## src/rtl/arp_pkg.sv

```systemverilog
// Shared definitions for the ARP blocks.
//   arp_state_t  - controller FSM states
//   ARP_TYPE_*   - opcode encoding on the arp_tx_type / arp_rx_type wires
//   MAC_BCAST    - destination MAC used for ARP requests
package arp_pkg;

  typedef enum logic [1:0] {
    ST_IDLE      = 2'd0,
    ST_SEND      = 2'd1,
    ST_WAIT_DONE = 2'd2,
    ST_WAIT_RESP = 2'd3
  } arp_state_t;

  localparam logic        ARP_TYPE_REQ = 1'b0;
  localparam logic        ARP_TYPE_REP = 1'b1;
  localparam logic [47:0] MAC_BCAST    = 48'hFF_FF_FF_FF_FF_FF;

endpackage

```

## src/rtl/arp_ctrl.sv

```systemverilog
// ARP protocol controller. Answers every received ARP request, resolves a
// target IP on user command (broadcast request, timeout, retry) and keeps
// the learned MAC in a one-entry cache. Sole master of arp_tx_en.
//
// Ports
//   clk, rst_n          clock, asynchronous active-low reset
//   arp_rx_done/type    received-frame pulse and opcode (0 req, 1 reply)
//   src_mac, src_ip     sender of the received frame
//   arp_tx_en/type      transmit start pulse and opcode
//   des_mac, des_ip     destination of the transmitted frame
//   tx_done             transmitter finished the frame
//   resolve_start/ip    user command and target IP
//   resolve_busy/done/fail  resolve status
//   cache_valid/mac/ip  one-entry ARP cache
//
// Build option: define ARP_CTRL_RETRY_EN to retransmit up to MAX_RETRY
// times on timeout; without it the first timeout fails the resolve.
//
// Handshake: arp_tx_en is a one-cycle start pulse; des_* and arp_tx_type
// are valid with it and held until the one-cycle tx_done pulse. The
// debug view of the FSM is the 'state' signal.
module arp_ctrl
  import arp_pkg::*;
#(
  parameter int TIMEOUT_CYC = 125_000_000,
  parameter int MAX_RETRY   = 3,
  parameter int CNT_W       = 27
) (
  input  logic        clk,
  input  logic        rst_n,
  input  logic        arp_rx_done,
  input  logic        arp_rx_type,
  input  logic [47:0] src_mac,
  input  logic [31:0] src_ip,
  output logic        arp_tx_en,
  output logic        arp_tx_type,
  output logic [47:0] des_mac,
  output logic [31:0] des_ip,
  input  logic        tx_done,
  input  logic        resolve_start,
  input  logic [31:0] resolve_ip,
  output logic        resolve_busy,
  output logic        resolve_done,
  output logic        resolve_fail,
  output logic        cache_valid,
  output logic [47:0] cache_mac,
  output logic [31:0] cache_ip
);

  localparam logic [CNT_W-1:0] TMO_LAST = CNT_W'(TIMEOUT_CYC - 1);

  arp_state_t state, state_nx, ret_state, ret_nx;

  logic        pend_rep;
  logic [47:0] pend_mac;
  logic [31:0] pend_ip;
  logic [31:0] target_ip;
  logic [CNT_W-1:0] tmo_cnt;

  logic rx_req, rx_rep, rx_match, accept, tmo_hit;
  logic load_rep, load_req, do_fail;

  assign rx_req   = arp_rx_done & (arp_rx_type == ARP_TYPE_REQ);
  assign rx_rep   = arp_rx_done & (arp_rx_type == ARP_TYPE_REP);
  assign rx_match = rx_rep & resolve_busy & (src_ip == target_ip);
  assign accept   = resolve_start & ~resolve_busy;
  // The counter saturates here, so a timeout reached during a reply
  // detour is still seen once the FSM is back in WAIT_RESP.
  assign tmo_hit  = (tmo_cnt == TMO_LAST);

`ifdef ARP_CTRL_RETRY_EN
  localparam logic [7:0] RTY_MAX = 8'(MAX_RETRY);
  logic [7:0] retry_cnt;
  logic       do_retry;

  always_ff @(posedge clk or negedge rst_n) begin
    if (!rst_n)        retry_cnt <= '0;
    else if (accept)   retry_cnt <= '0;
    else if (do_retry) retry_cnt <= retry_cnt + 8'd1;
  end
`else
  // MAX_RETRY has no effect when retries are compiled out.
  logic unused_max_retry;
  assign unused_max_retry = ^MAX_RETRY;
`endif

  always_comb begin
    state_nx = state;
    ret_nx   = ret_state;
    load_rep = 1'b0;
    load_req = 1'b0;
    do_fail  = 1'b0;
`ifdef ARP_CTRL_RETRY_EN
    do_retry = 1'b0;
`endif
    case (state)
      ST_IDLE: begin
        // Replies always win over our own request.
        if (pend_rep) begin
          state_nx = ST_SEND;
          ret_nx   = ST_IDLE;
          load_rep = 1'b1;
        end else if (resolve_busy && !rx_match) begin
          state_nx = ST_SEND;
          load_req = 1'b1;
        end
      end
      ST_SEND: state_nx = ST_WAIT_DONE;
      ST_WAIT_DONE: begin
        if (tx_done) begin
          if (arp_tx_type == ARP_TYPE_REQ)
            state_nx = (resolve_busy && !rx_match) ? ST_WAIT_RESP : ST_IDLE;
          else
            state_nx = (ret_state == ST_WAIT_RESP && resolve_busy && !rx_match)
                       ? ST_WAIT_RESP : ST_IDLE;
        end
      end
      ST_WAIT_RESP: begin
        if (pend_rep) begin
          state_nx = ST_SEND;
          ret_nx   = ST_WAIT_RESP;
          load_rep = 1'b1;
        end else if (!resolve_busy || rx_match) begin
          state_nx = ST_IDLE;
        end else if (tmo_hit) begin
`ifdef ARP_CTRL_RETRY_EN
          if (retry_cnt < RTY_MAX) begin
            state_nx = ST_SEND;
            load_req = 1'b1;
            do_retry = 1'b1;
          end else begin
            state_nx = ST_IDLE;
            do_fail  = 1'b1;
          end
`else
          state_nx = ST_IDLE;
          do_fail  = 1'b1;
`endif
        end
      end
      default: state_nx = ST_IDLE;
    endcase
  end

  always_ff @(posedge clk or negedge rst_n) begin
    if (!rst_n) begin
      state        <= ST_IDLE;
      ret_state    <= ST_IDLE;
      pend_rep     <= 1'b0;
      pend_mac     <= '0;
      pend_ip      <= '0;
      target_ip    <= '0;
      tmo_cnt      <= '0;
      arp_tx_en    <= 1'b0;
      arp_tx_type  <= ARP_TYPE_REQ;
      des_mac      <= '0;
      des_ip       <= '0;
      resolve_busy <= 1'b0;
      resolve_done <= 1'b0;
      resolve_fail <= 1'b0;
      cache_valid  <= 1'b0;
      cache_mac    <= '0;
      cache_ip     <= '0;
    end else begin
      state     <= state_nx;
      ret_state <= ret_nx;

      // Latest requester wins; a new request beats the clear of the old one.
      if (rx_req) begin
        pend_rep <= 1'b1;
        pend_mac <= src_mac;
        pend_ip  <= src_ip;
      end else if (load_rep) begin
        pend_rep <= 1'b0;
      end

      arp_tx_en <= load_rep | load_req;
      if (load_rep) begin
        arp_tx_type <= ARP_TYPE_REP;
        des_mac     <= pend_mac;
        des_ip      <= pend_ip;
      end else if (load_req) begin
        arp_tx_type <= ARP_TYPE_REQ;
        des_mac     <= MAC_BCAST;
        des_ip      <= target_ip;
      end

      if (state == ST_WAIT_DONE && tx_done && arp_tx_type == ARP_TYPE_REQ)
        tmo_cnt <= '0;
      else if (resolve_busy && !tmo_hit)
        tmo_cnt <= tmo_cnt + 1'b1;

      resolve_done <= rx_match;
      resolve_fail <= do_fail;

      if (accept) begin
        resolve_busy <= 1'b1;
        target_ip    <= resolve_ip;
      end else if (rx_match || do_fail) begin
        resolve_busy <= 1'b0;
      end

      // rx_match needs busy and accept needs !busy, so they never collide.
      if (rx_match) begin
        cache_valid <= 1'b1;
        cache_mac   <= src_mac;
        cache_ip    <= src_ip;
      end else begin
        if (rx_rep && cache_valid && src_ip == cache_ip)
          cache_mac <= src_mac;
        if (accept && resolve_ip != cache_ip)
          cache_valid <= 1'b0;
      end
    end
  end

endmodule

```

## config.mk

```make
export PLATFORM = sky130hd
export DESIGN_NAME = arp_ctrl
export DESIGN_NICKNAME = d
export VERILOG_FILES = /design/src/rtl/arp_pkg.sv /design/src/rtl/arp_ctrl.sv
export SDC_FILE = /design/constraint.sdc
export NUM_CORES = 1
export LEC_CHECK = 0
export CORE_MARGIN = 3
export CORE_UTILIZATION = 55
export CTS_BUF_LIST = sky130_fd_sc_hd__clkbuf_8
export DETAILED_ROUTE_END_ITERATION = 12
export PLACE_DENSITY = 0.85
export SYNTH_ARGS = -nofsm -noshare
export SYNTH_HDL_FRONTEND = slang
export SYNTH_SLANG_ARGS = --single-unit
```

## constraint.sdc

```tcl
create_clock -name clk -period 7 [get_ports clk]
set_input_delay 2.1 -clock clk [delete_from_list [all_inputs] [get_ports clk]]
set_output_delay 2.1 -clock clk [all_outputs]
set_load 0.02 [all_outputs]
```

======== Word level (Yosys, flattened, before mapping) ========
Cells that the tools add are included.
word-level totals
  bits of input ports ..................... 118
  register bits after elaboration ......... 310
  output and inout port bits .............. 166
  logic and storage cells ................. 103
cells by class
  $add $sub $neg .......................... 1
  multiplexer cells ....................... 38
  bitwise gates (word level) .............. 9
  reductions and logical operators ........ 25
  eq/ne operators ......................... 13
operators by type and width
  operator                                       count
  2-to-1 mux 48 bit                              4
  == test 32 bit                                 2
  2-to-1 mux 32 bit                              2
  2-to-1 mux 27 bit                              2
  != test 32 bit                                 1
  adder 27 x 1 -> 27 bit, second input constant  1
  == test 27 bit, second input constant          1
  2-to-1 mux 2 bit                               11
  2-to-1 mux 1 bit                               17
  nonzero test 2 bit                             7
  logical AND 1 bit                              9
  case mux 2 bit (4 select lines)                1
  == test 2 bit, second input constant           3
  != test 2 bit, second input constant           3
  AND reduction 3 bit                            2
  AND 1 bit                                      5
  != test 4 bit, second input constant           1
  case mux 2 bit (2 select lines)                1
  zero test 1 bit                                3
  != test 3 bit, second input constant           1
  inverter 1 bit                                 3
  == test 2 x 1 -> 1 bit, second input constant  1
  zero test 2 bit                                1
  logical OR 1 bit                               2
  other kinds (2)                                2

======== Longest topological paths before layout ========
  word-level depth ........................ 10
  gate-level depth with buffers ........... 10
  gate-level depth less buffers ........... 7

======== Least setup slack after synthesis ========
Ideal clock, no wire load.
  kind .................................... input to register
  start point ............................. in src_ip[29]
  end point ............................... reg des_mac[42]
  stages .................................. 9
  arrival ................................. 3.731 ns
  setup slack ............................. 3.147 ns
  cell sequence ........................... xor2_1 nor4_1 nand2_1 nand4b_1 a41o_1 clkbuf_1 clkbuf_1 clkbuf_1 o22a_1
on the way
  word-level cells in the longest chain between the ends .. 8
RTL lines
  what                          RTL line         RTL
  from (decl)                   arp_ctrl.sv:34   input logic [31:0] src_ip,
  == test 32 bit                arp_ctrl.sv:65   assign rx_match = rx_rep & resolve_busy & (src_ip == target_ip);
  AND 1 bit                     arp_ctrl.sv:65
  zero test 1 bit               arp_ctrl.sv:103  end else if (resolve_busy && !rx_match) begin
  logical AND 1 bit             arp_ctrl.sv:103
  2-to-1 mux 1 bit              arp_ctrl.sv:103
  2-to-1 mux 1 bit              arp_ctrl.sv:99   if (pend_rep) begin
  2-to-1 mux 1 bit              arp_ctrl.sv:96   case (state)
  nonzero test 2 bit (no line)  n/a
  to (signal assigned)          arp_ctrl.sv:180  des_mac <= pend_mac;
  to (decl)                     arp_ctrl.sv:37   output logic [47:0] des_mac,
No other way between the ends.
A chain may end at the register's enable or synchronous reset.

======== Worst setup path after layout ========
  start point ............................. in src_ip[27]
  end point ............................... reg des_ip[13]
on the way
  word-level cells in the longest chain between the ends .. 8
RTL lines
  what                          RTL line         RTL
  == test 32 bit                arp_ctrl.sv:65
  AND 1 bit                     arp_ctrl.sv:65
  zero test 1 bit               arp_ctrl.sv:103
  logical AND 1 bit             arp_ctrl.sv:103
  2-to-1 mux 1 bit              arp_ctrl.sv:103
  2-to-1 mux 1 bit              arp_ctrl.sv:99
  2-to-1 mux 1 bit              arp_ctrl.sv:96
  nonzero test 2 bit (no line)  n/a
  to (signal assigned)          arp_ctrl.sv:181  des_ip <= pend_ip;
  to (signal assigned)          arp_ctrl.sv:185  des_ip <= target_ip;
  to (decl)                     arp_ctrl.sv:38   output logic [31:0] des_ip,
No other way between the ends.

==> results_dict.tcl <==
set metrics [dict create \
    outcome "completed" \
    power.combinational.fraction_pct 35.1 \
    layout-drive-gt1-share_pct 18.7 \
    dpl_cell_area_um2 16300 \
    fin_area_um2 17300 \
    yosys_register_bits 309 \
    root_buffer "clkbuf_8" \
    die_y_um 161 \
    cts_hold_buf 0 \
    place_hpwl_um 24900 \
    power.leakage_nw 7.71 \
    worst_hold_path_type "flip-flop to flip-flop" \
    reg2reg_to "des_ip[13]" \
    worst_pin_slew_ns 1.15 \
    min_to "des_mac[3]" \
    initial_utilization_pct 57.1 \
    fin_skew_ns 0.0256 \
    io_buffers 283 \
    cts_setup_buffers 0 \
    critical_path_required_ns 7.43 \
    pwr-share-clk_pct 24.1 \
    drtPass1Iterations 5 \
    htreeDepth 2 \
    synth_edf_count 0 \
    layout_min_cycle_time_ns 4.94 \
    grt_antenna_before_repair 0 \
    hold_viol 0 \
    synth_adder_area_share_pct 0.380 \
    synthSimpleGateAreaFrac_pct 11.0 \
    criticalPathCategory "input port to flip-flop" \
    ys.flop_type "dfrtp_1" \
    fin_nets 1490 \
    maxSlewHeadroom_pct 22.9 \
    areaGrowthSynthToFinish_pct 31.3 \
    synth_cell_type_count 55 \
    cts_resized 0 \
    synthMuxAreaShare_pct 14.0 \
    place_ws_ns 1.64 \
    netlist_top_cells_area "dfrtp_1 59%, mux2_2 14%, xor2_1 5.7%" \
    grt_overflow 0 \
    syn_area_per_cell_um2 12.2 \
    io_pins 284 \
    finalSetupTns_ns 0 \
    peakVddDrop_v 0.000352 \
    path_clk_slew_ns 0.06 \
    setup_viol 0 \
    synth_compound_area_share_pct 6.04 \
    switchingPower_mw 2.26 \
    synth_top_family_by_area "multiplexers" \
    synth_top_area_share_pct 58.8 \
    r2r_cells 7 \
    holdWs_ns 0.490 \
    rsz0062_at_grt "no" \
    slew_viol_final 0 \
    grt_pass1_wl_um 57800 \
    row_count 55 \
    grt_pass1_vias 10300 \
    n_fill_cell 1486 \
    swShare_pct 36.0 \
    max_cap_violations 0 \
    worstHoldPathCells 1 \
    cts_tree "built" \
    cts_max_path_buffers 3 \
    grt_max_degree 133 \
    p_per_area_nw_per_um2 364 \
    gp_congestion 0.905 \
    clk_latency_ns 0.58 \
    async_flop_share_pct 100 \
    detail-route-antenna-nets 0 \
    start_kind "input port" \
    n_antenna_cell 0 \
    yosys.area_share.xor_xnor_pct 7.99 \
    synth_fp_nets 1199 \
    ff2ff_setup_slack_ns 3.70 \
    p_seq_share_pct 40.8 \
    ys.warnings.count 0 \
    critical_path.max_fanout 54 \
    end_kind "flip-flop" \
    p_int_mw 4.03 \
    drt-vias-per-instance 5.65 \
    dr.first_iter.drc_count 690 \
    clock_sinks 309 \
    clock.fmax_mhz 203 \
    via_count 9689 \
    die_width_um 161 \
    remaining_drc_errors 0 \
    synth_largest_area_cell "dfrtp_1" \
    numCtsBuffers 50 \
    netlist_area_um2 13200 \
    die_area_um2 25800 \
    setup_slack_ns 2.06 \
    min-delay-start "des_mac[3]" \
    post-route-period-util_pct 70.5 \
    synthCells 1077 \
    r2r-start "resolve_busy" \
    cp.arrival_ns 5.36 \
    ys_seq_area_share_pct 58.8 \
    core_area_um2 23100 \
    grt_usage_pct 28.5 \
    totalWireLength_um 36600 \
    routedWlPerCell_um 21.4 \
]
placed cells by master (no fill, tap or decap), types with 32 or more instances in the layout:
| cell | n |
|---|---|
| clkdlybuf4s50_1 | 282 |
| xor2_1 | 86 |
| o22a_1 | 48 |
| clkbuf_8 | 63 |
| nand2_1 | 179 |
| dfrtp_1 | 309 |
| nor2_1 | 62 |
| a31oi_1 | 32 |
| mux2_2 | 160 |
| xnor2_1 | 34 |
stage by stage:
step | power (mW) | util (%) | std cells
global placement | 4.70 | 70.7 | 1629
detailed placement | 4.78 | 70.7 | 1629
CTS | 6.32 | 74.9 | 1715
finish | 6.29 | 74.9 | 1715
global route | 6.62 | 74.9 | 1715
floorplan | 3.82 | - | 1077
Yosys cell counts (2+ instances only):
library cell and instances:
nand4_1 17, nor2_1 63, dfrtp_1 309, a21oi_1 4, mux2_2 160, and4_1 3
a31oi_1 32, nor2b_1 2, and3_1 6, xor2_1 86, and3_2 2, xnor2_1 34
ha_1 4, buf_2 3, nand2_1 179, o22a_1 48, clkbuf_1 48, a211oi_2 2
nor4_1 17, nor3_1 4, o21ai_0 3, inv_1 5, nand3_1 14
worst max-delay path by stage:
| stage | from | to | depth (start not counted) |
|---|---|---|---|
| after floorplan | src_ip[29] | des_mac[42] | 9 |
| after global placement | src_ip[27] | des_mac[1] | 8 |
| after detailed placement | src_ip[29] | cache_mac[23] | 8 |
| after CTS | src_ip[27] | des_ip[13] | 9 |
| after global routing | src_ip[27] | des_ip[13] | 9 |
| final | src_ip[27] | des_ip[13] | 9 |
flip-flops by register name, summed over array words and instances (netlist names), 2 cells and up:
name / cells
cache_ip: 32
cache_mac: 48
des_ip: 32
des_mac: 48
pend_ip: 32
pend_mac: 48
state: 2
target_ip: 32
tmo_cnt: 27
worst max-delay path, stage by stage:
cell	delay, ns
clkdlybuf4s50_1	0.48
xnor2_1	0.29
nand4_1	0.14
nor3_1	0.37
nand4b_1	0.62
a41o_4	0.71
buf_4	0.35
nor2_1	0.16
a31oi_1	0.08
power by group through the flow:
| stage | sequential, mW | clock (mW) | combinational [mW] |
|---|---|---|---|
| global placement | 2.56 | 0 | 2.14 |
| finish | 2.57 | 1.51 | 2.21 |
| detailed placement | 2.58 | 0 | 2.20 |
| global route | 2.61 | 1.62 | 2.38 |
| CTS | 2.56 | 1.54 | 2.22 |
| floorplan | 2.75 | 0 | 1.06 |
kinds of logic (layout without fill, tap and decap cells):
group	count (synthesis)	after routing
AND/OR/NAND/NOR	322	322
flip-flops	309	309
multiplexers	163	163
XOR/XNOR	120	120
AO/OA/AOI/OAI	100	100
buffers and inverters	59	384
adder cells (fa/ha/maj)	4	4
layer usage:
layer	global-route usage, %	share of wire [%]	vias to the layer above
li1	-	-	4309
met1	36.9	40	4869
met2	45.4	47	425
met3	8.85	9.1	86
met4	10.6	3.7	0
met5	0	0	-
cell type report:
| cell class | instances | area (um2) | area share, % |
|---|---|---|---|
| Clock buffer | 63 | 867 | 5.02 |
| Clock inverter | 23 | 101 | 0.587 |
| Inverter | 5 | 18.8 | 0.109 |
| Multi-Input combinational cell | 709 | 5230 | 30.3 |
| Sequential cell | 309 | 7730 | 44.8 |
| Tap cell | 313 | 392 | 2.27 |
| Timing Repair Buffer | 293 | 2940 | 17.0 |
(Power assumes the default switching activity.)
